===== src/rtl/chip_id_reader.sv =====
// chip_id_reader: reads the 64-bit device ID from the chipid block after reset
// (and on refresh), with a bounded wait for data_valid, and exposes the ID and
// status through a single-outstanding valid/ready register-read port.
// Optional build macro: CHIPID_RETRY_EN (retry a timed-out read up to 3 times).
`timescale 1ns/1ps

module chip_id_reader #(
    parameter int unsigned STARTUP_DELAY = 16,
    parameter int unsigned TIMEOUT       = 1024,
    parameter int unsigned CNT_W         = 16
) (
    input  logic        CLK,
    input  logic        RST_N,
    output logic        chipid_readid,
    input  logic        chipid_data_valid,
    input  logic [63:0] chipid_chip_id,
    input  logic        refresh,
    input  logic        rd_req_valid,
    output logic        rd_req_ready,
    input  logic [1:0]  rd_req_addr,
    output logic        rd_rsp_valid,
    input  logic        rd_rsp_ready,
    output logic [31:0] rd_rsp_data,
    output logic        id_valid,
    output logic        id_error
);

    localparam int unsigned ID_W   = 64;
    localparam int unsigned DATA_W = 32;

    localparam logic [CNT_W-1:0]  START_CNT    = CNT_W'(STARTUP_DELAY);
    localparam logic [CNT_W-1:0]  TIMEOUT_LAST = CNT_W'(TIMEOUT - 1);
    localparam logic [CNT_W-1:0]  CNT_ONE      = CNT_W'(1);
    localparam logic [DATA_W-1:0] MAGIC        = 32'h43484944;

    typedef enum logic [2:0] {
        ST_START_WAIT = 3'd0,
        ST_REQ        = 3'd1,
        ST_WAIT_VALID = 3'd2,
        ST_DONE       = 3'd3,
        ST_ERROR      = 3'd4
    } state_e;

    state_e            state_q;
    logic [CNT_W-1:0]  cnt_q;
    logic [ID_W-1:0]   id_q;
    logic              id_valid_q;
    logic              id_error_q;
    logic              readid_q;
    logic              retry_exh;

`ifdef CHIPID_RETRY_EN
    logic [1:0]        retry_q;
    logic              retry_exh_q;

    assign retry_exh = retry_exh_q;
`else
    assign retry_exh = 1'b0;
`endif

    // Read sequencer: startup delay, one-cycle readid, bounded wait, capture.
    // readid_q is set on every transition into REQ so it is high exactly
    // for the cycle the FSM sits in REQ.
    always_ff @(posedge CLK or negedge RST_N) begin
        if (!RST_N) begin
            state_q     <= ST_START_WAIT;
            cnt_q       <= '0;
            id_q        <= '0;
            id_valid_q  <= 1'b0;
            id_error_q  <= 1'b0;
            readid_q    <= 1'b0;
`ifdef CHIPID_RETRY_EN
            retry_q     <= 2'd0;
            retry_exh_q <= 1'b0;
`endif
        end else begin
            readid_q <= 1'b0;
            case (state_q)
                ST_START_WAIT: begin
                    if (cnt_q == START_CNT) begin
                        state_q  <= ST_REQ;
                        cnt_q    <= '0;
                        readid_q <= 1'b1;
                    end else begin
                        cnt_q <= cnt_q + CNT_ONE;
                    end
                end
                ST_REQ: begin
                    state_q <= ST_WAIT_VALID;
                    cnt_q   <= '0;
                end
                ST_WAIT_VALID: begin
                    // data_valid has priority over a coincident timeout
                    if (chipid_data_valid) begin
                        id_q       <= chipid_chip_id;
                        id_valid_q <= 1'b1;
                        id_error_q <= 1'b0;
                        state_q    <= ST_DONE;
`ifdef CHIPID_RETRY_EN
                        retry_q    <= 2'd0;
`endif
                    end else if (cnt_q == TIMEOUT_LAST) begin
`ifdef CHIPID_RETRY_EN
                        if (retry_q == 2'd3) begin
                            id_error_q  <= 1'b1;
                            retry_exh_q <= 1'b1;
                            state_q     <= ST_ERROR;
                        end else begin
                            retry_q  <= retry_q + 2'd1;
                            cnt_q    <= '0;
                            state_q  <= ST_REQ;
                            readid_q <= 1'b1;
                        end
`else
                        id_error_q <= 1'b1;
                        state_q    <= ST_ERROR;
`endif
                    end else begin
                        cnt_q <= cnt_q + CNT_ONE;
                    end
                end
                ST_DONE, ST_ERROR: begin
                    // refresh re-reads immediately; the stale ID stays in id_q
                    if (refresh) begin
                        id_valid_q  <= 1'b0;
                        id_error_q  <= 1'b0;
                        cnt_q       <= '0;
                        state_q     <= ST_REQ;
                        readid_q    <= 1'b1;
`ifdef CHIPID_RETRY_EN
                        retry_q     <= 2'd0;
                        retry_exh_q <= 1'b0;
`endif
                    end
                end
                default: begin
                    state_q <= ST_START_WAIT;
                    cnt_q   <= '0;
                end
            endcase
        end
    end

    // Register-read side: status word and address decode
    logic              busy_c;
    logic [DATA_W-1:0] status_c;
    logic [DATA_W-1:0] reg_sel_c;

    assign busy_c   = (state_q == ST_START_WAIT) || (state_q == ST_REQ) ||
                      (state_q == ST_WAIT_VALID);
    assign status_c = {28'b0, busy_c, retry_exh, id_error_q, id_valid_q};

    // Address decode; the ID reads as zero until a capture is valid
    always_comb begin
        reg_sel_c = '0;
        case (rd_req_addr)
            2'd0:    reg_sel_c = id_valid_q ? id_q[31:0]  : '0;
            2'd1:    reg_sel_c = id_valid_q ? id_q[63:32] : '0;
            2'd2:    reg_sel_c = status_c;
            2'd3:    reg_sel_c = MAGIC;
            default: reg_sel_c = '0;
        endcase
    end

    logic              rsp_valid_q;
    logic              rsp_valid_d;
    logic [DATA_W-1:0] rsp_data_q;
    logic [DATA_W-1:0] rsp_data_d;
    logic              req_ready_q;

    // Single-outstanding handshake: accept only while no response is held
    always_comb begin
        rsp_valid_d = rsp_valid_q;
        rsp_data_d  = rsp_data_q;
        if (rsp_valid_q) begin
            if (rd_rsp_ready) begin
                rsp_valid_d = 1'b0;
            end
        end else if (rd_req_valid) begin
            rsp_valid_d = 1'b1;
            rsp_data_d  = reg_sel_c;
        end
    end

    // Response registers; ready is kept as the registered inverse of valid
    always_ff @(posedge CLK or negedge RST_N) begin
        if (!RST_N) begin
            rsp_valid_q <= 1'b0;
            rsp_data_q  <= '0;
            req_ready_q <= 1'b1;
        end else begin
            rsp_valid_q <= rsp_valid_d;
            rsp_data_q  <= rsp_data_d;
            req_ready_q <= !rsp_valid_d;
        end
    end

    assign chipid_readid = readid_q;
    assign id_valid      = id_valid_q;
    assign id_error      = id_error_q;
    assign rd_req_ready  = req_ready_q;
    assign rd_rsp_valid  = rsp_valid_q;
    assign rd_rsp_data   = rsp_data_q;

endmodule


===== config.mk =====
export PLATFORM = sky130hd
export DESIGN_NAME = chip_id_reader
export DESIGN_NICKNAME = d
export VERILOG_FILES = /design/src/rtl/chip_id_reader.sv
export SDC_FILE = /design/constraint.sdc
export NUM_CORES = 1
export LEC_CHECK = 0
export BUFFER_PORTS_ARGS = -buffer_cell sky130_fd_sc_hd__buf_2
export CAP_MARGIN = 20
export CORE_ASPECT_RATIO = 1.2
export CORE_MARGIN = 5
export CORE_UTILIZATION = 40
export DETAILED_ROUTE_END_ITERATION = 6
export PLACE_DENSITY = 0.7
export SKIP_CTS_REPAIR_TIMING = 1
export SLEW_MARGIN = 20
export SYNTH_ARGS = -nofsm -noshare
export SYNTH_HDL_FRONTEND = slang
export SYNTH_SLANG_ARGS = --single-unit

===== constraint.sdc =====
create_clock -name CLK -period 4.25 [get_ports CLK]
set_clock_uncertainty 0.05 [all_clocks]
set_input_delay 0.2125 -clock CLK [delete_from_list [all_inputs] [get_ports CLK]]
set_output_delay 0.2125 -clock CLK [all_outputs]
set_load 0.1 [all_outputs]

# Yosys cells after proc, flatten, opt, wreduce, memory -nomap -nowiden

Cells that the tools add are included.

Bits of input ports: 72
Word-level logic and storage cells: 64
Register bits: 120
Output and inout bits: 37

Eq/ne operators: 15
Add/sub/neg operators: 1
Reduce and logical (&&, ||, !) cells: 13
Muxes and demuxes: 25
Bitwise operators: 1

Operator list:

| kind                                                               | number |
|---|---|
| 32-bit one-hot mux with 4 select lines                             | 1 |
| 16-bit 2-to-1 mux                                                  | 4 |
| 32-bit 2-to-1 mux                                                  | 2 |
| 16-bit one-hot mux with 3 select lines                             | 1 |
| 16-bit by 1-bit adder with 16-bit output (second input constant)   | 1 |
| 16-bit by 10-bit == test with 1-bit output (second input constant) | 1 |
| 16-bit by 5-bit == test with 1-bit output (second input constant)  | 1 |
| 3-bit 2-to-1 mux                                                   | 4 |
| 3-bit one-hot mux with 4 select lines                              | 1 |
| 3-bit AND reduction                                                | 4 |
| 2-bit != test (second input constant)                              | 5 |
| 1-bit 2-to-1 mux                                                   | 9 |
| 3-bit by 2-bit == test with 1-bit output (second input constant)   | 2 |
| 1-bit one-hot mux with 2 select lines                              | 3 |
| 2-bit == test (second input constant)                              | 2 |
| 2-bit AND reduction                                                | 2 |
| 3-bit by 1-bit == test with 1-bit output (second input constant)   | 1 |
| 3-bit == test (second input constant)                              | 1 |
| 3-bit logical NOT                                                  | 1 |
| 3-bit != test (second input constant)                              | 1 |
| 2-bit by 1-bit == test with 1-bit output (second input constant)   | 1 |
| 2-bit logical NOT                                                  | 1 |
| 1-bit logical OR                                                   | 2 |
| 2-bit nonzero test                                                 | 1 |
| other kinds (3)                                                    | 3 |

# Logic depth before layout (Yosys ltp)

Gate-level depths: netlist of the first run.

Word-level depth: 4
Gate-level depth with buffers: 7
Depth with buffers taken out: 7

# Least setup slack after synthesis of the first run

OpenSTA, ideal clock, no wires.

Kind: flip-flop to flip-flop
Start: reg rsp_valid_q (netlist: rd_rsp_valid)
End: reg rsp_data_q[18] (netlist: rd_rsp_data[18])
Arrival: 2.037 ns
Library setup time: 0.128 ns
Clock period less this slack: 2.215 ns
Path buffers: 2
Data required time: 4.072 ns
Setup slack: 2.035 ns
Stages on the path, launching flop included: 7
Path through: dfrtp_1 -> nand2b_1 -> clkbuf_1 -> nor4_1 -> clkbuf_1 -> a222oi_1 -> inv_1

Longest elaborated chain between the ends: 2

Ends and longest elaborated chain:

| item                          | RTL line | RTL |
|---|---|---|
| start, declared               | 165      | `logic rsp_valid_q;` |
| start signal, assigned        | 192      | `rsp_valid_q <= rsp_valid_d;` |
| 1-bit NOT (no line)           | n/a      |  |
| 2-bit AND reduction (no line) | n/a      |  |
| end signal, assigned          | 193      | `rsp_data_q <= rsp_data_d;` |
| end, declared                 | 167      | `logic [DATA_W-1:0] rsp_data_q;` |

No other way between the ends.
A chain may end at the register's enable or synchronous reset.

# Worst setup path after layout of the first run

Start: reg state_q[1]
End: reg id_q[36]

Longest elaborated chain between the ends: 2

Ends and longest elaborated chain:

| item                                     | RTL line | RTL |
|---|---|---|
| start, declared                          | 44       | `state_e state_q;` |
| start signal, assigned                   | 66       | `state_q <= ST_START_WAIT;` |
| start signal, assigned                   | 81       | `state_q <= ST_REQ;` |
| start signal, assigned                   | 89       | `state_q <= ST_WAIT_VALID;` |
| 3-bit by 2-bit == test with 1-bit output | 78       | `case (state_q)` |
| 2-bit AND reduction (no line)            | n/a      |  |
| end signal, assigned                     | 95       | `id_q <= chipid_chip_id;` |
| end, declared                            | 46       | `logic [ID_W-1:0] id_q;` |

No other way between the ends.

==> summary.md, run 1 <==
| Metric | Value |
|---|---|
| Run status | `finished with violations` |
| Failing checks | `negative hold slack` |
| Floorplan core area | `12700 µm²` |
| Relative max-transition margin | `53.8%` |
| Hold WC Path Type | `in -> reg` |
| Critical path type | `reg -> reg` |
| Routed via count | `4037` |
| Routed WL per cell | `17.7 µm` |
| Main synth FF type | `dfrtp_1` |
| Rows | `45` |
| Port-buffer cells | `108` |
| Crit end category | `flip-flop` |
| # diodes | `0` |
| CTS tree | `built` |
| Final setup fails | `0` |
| CP bufs+invs | `1` |
| Pre-antenna DRT Iters | `5` |
| Placer Congestion | `0.818` |
| Max FO, Critical Path | `45` |
| Yosys warns | `0` |
| Worst hold slack | `-0.0251 ns` |
| Filler instances | `1086` |
| Global route overflow | `0` |
| Die W | `114 µm` |
| CTS Buffer Depth | `2` |
| Crit path DAT | `2.89 ns` |
| Initial Util | `41.1%` |
| Largest delay contributor family on the critical path | `simple AND/OR/NAND/NOR gates` |
| Post-DP HPWL | `8.78 mm` |
| Boundary Pins | `109` |
| CP Launch Type | `flip-flop` |
| PD cells | `756 nW/µm²` |
| Final worst-path cycle share | `62.3%` |
| Register area share after synthesis | `57.5%` |
| EDFF count, synth | `0` |
| Fin nets | `659` |
| Initial antenna violation count | `0` |
| Ys async rst share | `100%` |
| CP max stage delay | `0.59 ns` |
| Endpoint, Worst Hold | `id_q[32]$_DFFE_PN0P_` |
| Layout cells sized above 1 | `38.1%` |
| Register area | `3000 µm²` |
| Clock Latency Late Sink | `0.41 ns` |
| #FFs+latches synth | `120` |
| Crit path cell chain | `nor3b_1, and2_2, buf_4, mux2_2` |
| Dpl ws | `1.63 ns` |
| Synth-to-layout area growth | `34.5%` |
| Post-route ant nets | `0` |
| R2R Setup Slk | `1.60 ns` |
| Setup WS post-layout | `1.60 ns` |
| Die height | `135 µm` |
| Vias in the first global route | `4354` |
| Distinct cells, synth | `51` |
| Clock Sink Count | `120` |
| Syn Std Cell Area | `5220 µm²` |
| Post-Syn Nets | `502` |
| Reg2reg start | `state_q[1]$_DFFE_PN0P_` |
| Die Area | `15500 µm²` |
| Worst r2r dst | `id_q[36]$_DFFE_PN0P_` |
| Maxcap violations | `0` |
| Multi-input logic area | `2020 µm²` |
| Slew Limit Fails | `0` |
| GRT Util Overall | `17.2%` |
| Largest net degree at the start of global routing | `52` |
| Final hold vios | `3` |
| Clock Tree Root | `clkbuf_16` |
| DRT Wirelength | `13.5 mm` |
| Iter 0 DRT Violations | `214` |
| Worst reg2reg path depth | `4` |
| Worst Tran Pin Value | `0.690 ns` |
| Drc violations | `0` |
| Syn_area_per_cell | `12.2 µm²` |
| H-tree depth | `4` |
| Vias per cell | `5.30` |
| WHS Path Cells | `3` |
| First-pass GRT wire length | `21.2 mm` |
| TNS Setup | `0 ns` |
| Min Tclk post-route | `2.65 ns` |
| VDD IR max | `0.469 mV` |
| Clock slew at reported path FFs | `0.06 ns` |
| Gate Count Post-Synth | `428` |
| Worst path slowest cell | `buf_4` |
| Hold Startpoint | `chipid_chip_id[32]` |
| Achievable frequency | `378 MHz` |
| Required time worst endpoint | `4.49 ns` |
| RSZ-0062 raised after global routing | `false` |
| Total CTS buffers | `17` |
| Lkg Pwr | `3.33 nW` |
==> worst min-delay path, cell delays in order <==
cell	delay, ns
buf_2	0.08
nand2_1	0.04
o21ai_0	0.06
==> layout by cell type (no fill, tap or decap), types with 9 or more instances in the layout <==
master         count
o21ai_0           16
a222oi_1          19
dfrtp_1          119
dlygate4sd3_1     47
inv_1             27
buf_2            107
mux2_2            63
buf_4              9
clkbuf_16         17
nor2_1            25
a221o_1           10
nand2_1           17
nand3_1            9
a21oi_1           19
==> state kept, by name, summed over array words and instances, names as in the netlist <==
register	count
id_error	1
rd_req_ready	1
chipid_readid	1
state_q	3
rd_rsp_valid	1
rd_rsp_data	32
id_q	64
cnt_q	16
id_valid	1
==> kinds of logic after synthesis <==
group | Yosys count | share of synthesized area, %
buffers and inverters | 52 | 4.26
flip-flops | 120 | 57.5
adder cells (fa/ha/maj) | 2 | 0.479
XOR/XNOR | 3 | 0.503
AND/OR/NAND/NOR | 102 | 11.0
multiplexers | 63 | 13.6
AO/OA/AOI/OAI | 86 | 12.6
==> report_power, final <==
group	internal [mW]	switching (mW)	leakage (nW)	total [mW]
combinational	0.585	1.32	1.52	1.91
clock	0.958	0.521	0.304	1.48
sequential	1.60	0.320	1.51	1.92
total	3.14	2.16	3.33	5.31
==> worst max-delay path by stage <==
stage,start,depth (start not counted),slack [ns],end
2_1_floorplan,rd_rsp_valid$_DFF_PN0_,6,2.04,rd_rsp_data[18]$_DFFE_PN0P_
3_3_place_gp,state_q[1]$_DFFE_PN0P_,4,1.69,id_q[21]$_DFFE_PN0P_
3_5_place_dp,state_q[1]$_DFFE_PN0P_,4,1.63,id_q[21]$_DFFE_PN0P_
4_1_cts,state_q[1]$_DFFE_PN0P_,4,1.60,id_q[3]$_DFFE_PN0P_
5_1_grt,state_q[1]$_DFFE_PN0P_,4,1.40,id_q[3]$_DFFE_PN0P_
6_report,state_q[1]$_DFFE_PN0P_,4,1.60,id_q[36]$_DFFE_PN0P_
==> synthesized netlist by cell type (all sizes together) (2+ instances only) <==
master / number / area share, %
dfrtp: 119 / 57
mux2: 63 / 14
inv: 27 / 1.9
nor2: 26 / 1.9
a21oi: 22 / 2.3
a222oi: 19 / 3.6
nand2: 17 / 1.2
o21ai: 16 / 1.5
clkbuf: 13 / 0.93
buf: 12 / 1.4
a221o: 10 / 1.9
nand3: 9 / 0.86
nor4: 6 / 0.84
nand2b: 5 / 0.60
or3: 5 / 0.60
and2: 4 / 0.48
nand4: 4 / 0.48
nor3: 4 / 0.60
o31ai: 4 / 0.57
or4: 4 / 0.65
a22oi: 3 / 0.43
and3: 3 / 0.36
nor3b: 3 / 0.43
or3b: 3 / 0.55
xnor2: 3 / 0.50
a2111oi: 2 / 0.57
and4: 2 / 0.34
ha: 2 / 0.48
nor4b: 2 / 0.34
o211ai: 2 / 0.29
or2: 2 / 0.24
==> cell type report <==
class	count	share of cell area [%]
sequential	120	42.8
multi-input combinational	256	28.7
timing repair buffer	163	15.3
clock buffer	19	6.45
tap	164	2.92
clock inverter	13	2.40
inverter	27	1.44
==> layer usage <==
layer / wire length, µm / GRT usage, % / part of all wire [%]
met3: 888 / 6.88 / 6.6
met2: 6850 / 28.2 / 51
met5: 0 / 0 / 0
met1: 5620 / 20.9 / 42
met4: 123 / 5.08 / 0.91
==> metrics by stage <==
step	power [mW]	cells	area (µm²)	hold slack, ns	utilization (%)
2_1_floorplan	3.39	428	5220	-0.133	-
3_3_place_gp	3.72	683	5920	0.219	46.6
5_1_grt	5.57	762	7020	-0.0234	55.2
6_report	5.31	762	7020	-0.0251	55.2
3_5_place_dp	3.80	683	5920	0.230	46.6
4_1_cts	5.29	715	6550	-0.201	51.4
Power figures use the tool's default switching activity.
==> inputs of run 2 (changes only) <==
Settings changed: PLACE_DENSITY 0.7 to 0.73.
Clock period 4.25 ns to 2.26 ns, I/O delays scaled along.
==> run 2 against run 1 <==
  * The run still ends with negative hold slack left
  * Register-to-register slack worse by 1.5 ns
  * Count of clock-buffer cells in the layout is 3 higher
  * Final area is 3.1% higher
  * Power is 86% higher
  * Setup slack worse by 1.5 ns
  * Critical path depth is 2 higher
  * Sequential share of layout area is 1.3 points lower
  * Final cell count is 2.9% higher
  * Core utilization is 1.7 points higher
  * Die area stayed put
  * Non-clock buffer count is 24 higher
  * Largest cell class unchanged
==> summary.md, run 2 (synthesized netlist as in run 1, its figures left out) <==
| Metric | Value |
|---|---|
| Run status | `finished with violations` |
| Failing checks | `negative hold slack` |
| Fin nets | `683` |
| Clock group share of total power | `25.9%` |
| GRT Util Overall | `17.4%` |
| Util after Layout | `56.9%` |
| Finished Cell Area | `7240 µm²` |
| Global route overflow | `0` |
| Clock Latency Late Sink | `0.40 ns` |
| Min Tclk post-route | `2.13 ns` |
| Worst path slowest cell | `dfrtp_1` |
| Initial Util | `41.1%` |
| Filler instances | `1058` |
| Final worst-path cycle share | `94.1%` |
| CP max stage delay | `0.58 ns` |
| DRT Wirelength | `14.2 mm` |
| Fin cells | `784` |
| Max FO, Critical Path | `14` |
| Relative max-transition margin | `55.2%` |
| Tot Pwr | `9.85 mW` |
| Clock slew at reported path FFs | `0.05 ns` |
| Routed via count | `4269` |
| TNS Setup | `0 ns` |
| Dpl ws | `0.0672 ns` |
| Achievable frequency | `470 MHz` |
| Final hold vios | `1` |
| Rows | `45` |
| Crit path DAT | `2.40 ns` |
| Die height | `135 µm` |
| Multi-input logic area | `2010 µm²` |
| RSZ-0062 raised after global routing | `false` |
| Most common cell after layout, fill and taps aside | `dfrtp_1` |
| Flop pwr share | `36.2%` |
| Die W | `114 µm` |
| Maxcap violations | `0` |
| Required time worst endpoint | `2.53 ns` |
| Vias per cell | `5.45` |
| Crit end category | `flip-flop` |
| Reg2reg start | `state_q[0]$_DFFE_PN0P_` |
| Initial antenna violation count | `0` |
| Crit path cell chain | `or3b_1, nor2_2, or2_1, buf_4, or4_1, a21oi_1` |
| Final setup fails | `0` |
| Slew Limit Fails | `0` |
| Sw Share | `40.9%` |
| Synth-to-layout area growth | `38.6%` |
| Port-buffer cells | `108` |
| Hold Startpoint | `rd_req_valid` |
| P_sw | `4.03 mW` |
| Max reg flops | `64` |
| Largest net degree at the start of global routing | `121` |
| Boundary Pins | `109` |
| Vias in the first global route | `4149` |
| Register area | `3000 µm²` |
| CP bufs+invs | `1` |
| Largest delay contributor family on the critical path | `simple AND/OR/NAND/NOR gates` |
| P_int | `5.82 mW` |
| Pre-antenna DRT Iters | `5` |
| Critical path type | `reg -> reg` |
| Iter 0 DRT Violations | `309` |
| Post-DP HPWL | `8.73 mm` |
| CTS Buffer Depth | `2` |
| Clock Sink Count | `120` |
| CTS tree | `built` |
| Clock Tree Root | `clkbuf_16` |
| Die Area | `15500 µm²` |
| Drc violations | `0` |
| Lkg Pwr | `3.42 nW` |
| VDD IR max | `0.824 mV` |
| Logic pwr share | `37.9%` |
| Most frequent cells in the layout | `119 x dfrtp_1, 107 x buf_2, 66 x dlygate4sd3_1, 63 x mux2_2, 27 x inv_1` |
| Placed standard-cell area | `6000 µm²` |
| PD cells | `1360 nW/µm²` |
| CP Launch Type | `flip-flop` |
| Total CTS buffers | `17` |
| Worst hold slack | `-0.000624 ns` |
| Setup WS post-layout | `0.134 ns` |
| Layout cells sized above 1 | `37.3%` |
| Placer Congestion | `0.805` |
| Routed WL per cell | `18.2 µm` |
| Top reg by flops | `id_q` |
| H-tree depth | `4` |
| Post-route ant nets | `0` |
| Floorplan core area | `12700 µm²` |
| Hold WC Path Type | `in -> reg` |
| Placed Cells incl. Taps | `686` |
| First-pass GRT wire length | `20.9 mm` |
| Crit path from | `state_q[0]$_DFFE_PN0P_` |
| Worst Tran Pin Value | `0.672 ns` |
-- run 2: final timing paths --
check	end	slack, ns	cells past startpoint
hold reg to reg	rd_rsp_data[0]$_DFFE_PN0P_	0.43	2
min in group asynchronous	id_q[12]$_DFFE_PN0P_	0.28	3
setup / recovery	cnt_q[5]$_DFFE_PN0P_	0.13	6
max in group asynchronous	id_q[35]$_DFFE_PN0P_	1.35	3
hold / removal	rd_rsp_valid$_DFF_PN0_	-0.0006	3
setup reg to reg	cnt_q[5]$_DFFE_PN0P_	0.13	6
-- run 2: tightest hold or removal path, stage by stage --
cell,delay [ns]
buf_2,0.12
nor2_1,0.10
a21oi_1,0.07
-- run 2: power groups by stage --
| stage | Sequential (mW) | Combinational, mW | Clock (mW) |
|---|---|---|---|
| floorplan | 5.01 | 1.37 | 0 |
| global route | 3.67 | 3.95 | 2.68 |
| detailed placement | 3.56 | 3.64 | 0 |
| CTS | 3.54 | 3.65 | 2.60 |
| global placement | 3.49 | 3.56 | 0 |
| finish | 3.56 | 3.74 | 2.55 |
-- run 2: layout make-up --
class / count / area share (%)
Clock buffer: 22 / 6.82
Antenna cell: 1 / 0.0346
Multi-Input combinational cell: 256 / 27.8
Clock inverter: 7 / 0.968
Tap cell: 164 / 2.83
Inverter: 27 / 1.40
Timing Repair Buffer: 187 / 18.7
Sequential cell: 120 / 41.5
-- run 2: layer usage --
layer  global-route usage, %  vias to the layer above  routed length [µm]
met5                       0                        -                   0
li1                        -                     1936                   -
met4                    7.92                        0                 323
met3                    4.69                       20                 659
met2                    29.1                      140                7590
met1                    20.8                     2173                5660
==> inputs of run 3 (changes only) <==
Settings changed: PLACE_DENSITY 0.73 to 0.62, SKIP_CTS_REPAIR_TIMING 1 to not set.
==> run 3 against run 2 <==
  * The flow now finishes without violations
  * Sequential power decreased by 1%
  * Power decreased by 0.15%
  * Via count decreased by 1.8%
  * Non-clock buffer count increased by 7
  * Combinational power about the same
  * Largest power group unchanged
  * Hold slack improved by 0.054 ns
  * Final cell count increased by 1.1%
  * Flip-flop and latch count unchanged
  * Fmax about the same
  * Register-to-register slack about the same
==> summary.md, run 3 (synthesized netlist as in run 1, its figures left out) <==
| Metric | Value |
|---|---|
| DRT Wirelength | `13.7 mm` |
| CP Launch Type | `flip-flop` |
| Rows | `45` |
| Multi-input logic area | `2010 µm²` |
| Finished Cell Area | `7280 µm²` |
| Final worst-path cycle share | `94.1%` |
| Die Area | `15500 µm²` |
| CP bufs+invs | `1` |
| Endpoint, Worst Hold | `chipid_readid$_DFF_PN0_` |
| Filler instances | `1078` |
| Iter 0 DRT Violations | `178` |
| Fin cells | `793` |
| Initial antenna violation count | `0` |
| Global route overflow | `0` |
| Largest delay contributor family on the critical path | `simple AND/OR/NAND/NOR gates` |
| Pre-antenna DRT Iters | `5` |
| TNS Setup | `0 ns` |
| Final hold vios | `0` |
| Post-DP HPWL | `9.00 mm` |
| Register area | `3000 µm²` |
| Critical Path Stages | `7` |
| Vias in the first global route | `4506` |
| Die height | `135 µm` |
| Worst Tran Pin Value | `0.659 ns` |
| GRT Util Overall | `18.6%` |
| Worst reg2reg path depth | `7` |
| Top reg by flops | `id_q` |
| Hold WC Path Type | `in -> reg` |
| CTS tree | `built` |
| Crit end category | `flip-flop` |
| Placed standard-cell area | `6020 µm²` |
| Total CTS buffers | `17` |
| Drc violations | `0` |
| CTS Buffer Depth | `2` |
| P_int | `5.81 mW` |
| Vias per cell | `5.29` |
| Layout cells sized above 1 | `38.0%` |
| Most common cell after layout, fill and taps aside | `dfrtp_1` |
| Worst path slowest cell | `or4_4` |
| P_sw | `4.03 mW` |
| Hold Startpoint | `refresh` |
| Max FO, Critical Path | `7` |
| Dpl ws | `0.101 ns` |
| # diodes | `0` |
| Slew Limit Fails | `0` |
| Max reg flops | `64` |
| Crit path cell chain | `ha_1, and4_1, nand2_1, nor3_4, buf_4, or4_4, a21oi_2` |
| Die W | `114 µm` |
| Required time worst endpoint | `2.55 ns` |
| Boundary Pins | `109` |
| CP max stage delay | `0.48 ns` |
| Critical path type | `reg -> reg` |
| Lkg Pwr | `3.45 nW` |
| Post-route ant nets | `0` |
| Reg2reg start | `cnt_q[0]$_DFFE_PN0P_` |
| Flop pwr share | `35.7%` |
| Maxcap violations | `0` |
| Initial Util | `41.1%` |
| First-pass GRT wire length | `22.5 mm` |
| Relative max-transition margin | `56.1%` |
| Port-buffer cells | `108` |
| Sw Share | `40.9%` |
| H-tree depth | `4` |
| Clock slew at reported path FFs | `0.05 ns` |
| Tot Pwr | `9.84 mW` |
| WHS Path Cells | `3` |
| Worst r2r dst | `cnt_q[6]$_DFFE_PN0P_` |
| VDD IR max | `0.899 mV` |
| Synth-to-layout area growth | `39.4%` |
| Logic pwr share | `38.2%` |
| Most frequent cells in the layout | `119 x dfrtp_1, 107 x buf_2, 67 x dlygate4sd3_1, 63 x mux2_2, 27 x inv_1` |
| Routed WL per cell | `17.3 µm` |
| Largest net degree at the start of global routing | `50` |
| RSZ-0062 raised after global routing | `false` |
| Fin nets | `690` |
| Floorplan core area | `12700 µm²` |
| Clock Sink Count | `120` |
| Final setup fails | `0` |
| Run status | `finished clean` |
| Setup WS post-layout | `0.133 ns` |
| Clock Latency Late Sink | `0.41 ns` |
| Clock Tree Root | `clkbuf_16` |
| Routed via count | `4192` |
| Crit path from | `cnt_q[0]$_DFFE_PN0P_` |
| PD cells | `1350 nW/µm²` |
| Clock group share of total power | `26.1%` |
| Placer Congestion | `0.821` |
| Placed Cells incl. Taps | `691` |
| R2R Setup Slk | `0.13 ns` |
| Min Tclk post-route | `2.13 ns` |
| Achievable frequency | `470 MHz` |
| Crit path DAT | `2.42 ns` |
==> run 3: worst reg2reg max path: stages (launching register included) <==
cell     delay (ns)
dfrtp_1        0.41
ha_1           0.26
and4_1         0.24
nand2_1        0.21
nor3_4         0.10
buf_4          0.17
or4_4          0.48
a21oi_2        0.14
==> run 3: layout make-up <==
cell class              instances  share of cell area (%)
clock buffers                  18                    5.89
clock inverters                14                    1.84
inverters                      27                    1.39
multi-input cells             256                    27.7
flip-flops and latches        120                    41.3
well taps                     164                    2.82
repair buffers                194                    19.1
==> run 3: timing repair <==
| action | in CTS | in global routing |
|---|---|---|
| endpoints found under the setup margin | 0 | 3 |
| hold endpoints to repair | 111 | 0 |
| setup buffers | 0 | 3 |
| hold buffers | 67 | 0 |
| gates resized for setup | 0 | 1 |
==> run 3: routing by layer <==
layer	vias to the layer above	part of all wire, %	wire [µm]	global-route usage, %
met4	0	2.2	308	7.59
met1	2081	40	5560	22.4
met3	27	5.9	811	6.12
li1	1960	-	-	-
met2	124	51	7050	30.8
met5	-	0	0	0
==> run 3: worst max-delay path by stage <==
stage	endpoint	slack, ns
floorplan	rd_rsp_data[18]$_DFFE_PN0P_	0.05
global placement	cnt_q[5]$_DFFE_PN0P_	0.17
detailed placement	cnt_q[5]$_DFFE_PN0P_	0.10
CTS	cnt_q[2]$_DFFE_PN0P_	0.08
global route	cnt_q[6]$_DFFE_PN0P_	0.01
finish	cnt_q[6]$_DFFE_PN0P_	0.13
==> run 3: power by group through the flow <==
| stage | Clock (mW) | Combinational, mW | Sequential (mW) |
|---|---|---|---|
| after floorplan | 0 | 1.37 | 5.01 |
| after global placement | 0 | 3.60 | 3.49 |
| after detailed placement | 0 | 3.68 | 3.53 |
| after CTS | 2.62 | 3.78 | 3.51 |
| after global routing | 2.73 | 3.98 | 3.62 |
| final | 2.57 | 3.76 | 3.51 |
==> run 3: through the flow <==
stage | hold WS, ns | utilization [%]
final | 0.0532 | 57.2
after global routing | 0.0824 | 57.2
after CTS | 0.0399 | 57.0
after detailed placement | 0.141 | 47.3
after global placement | 0.134 | 47.3
after floorplan | -0.233 | -
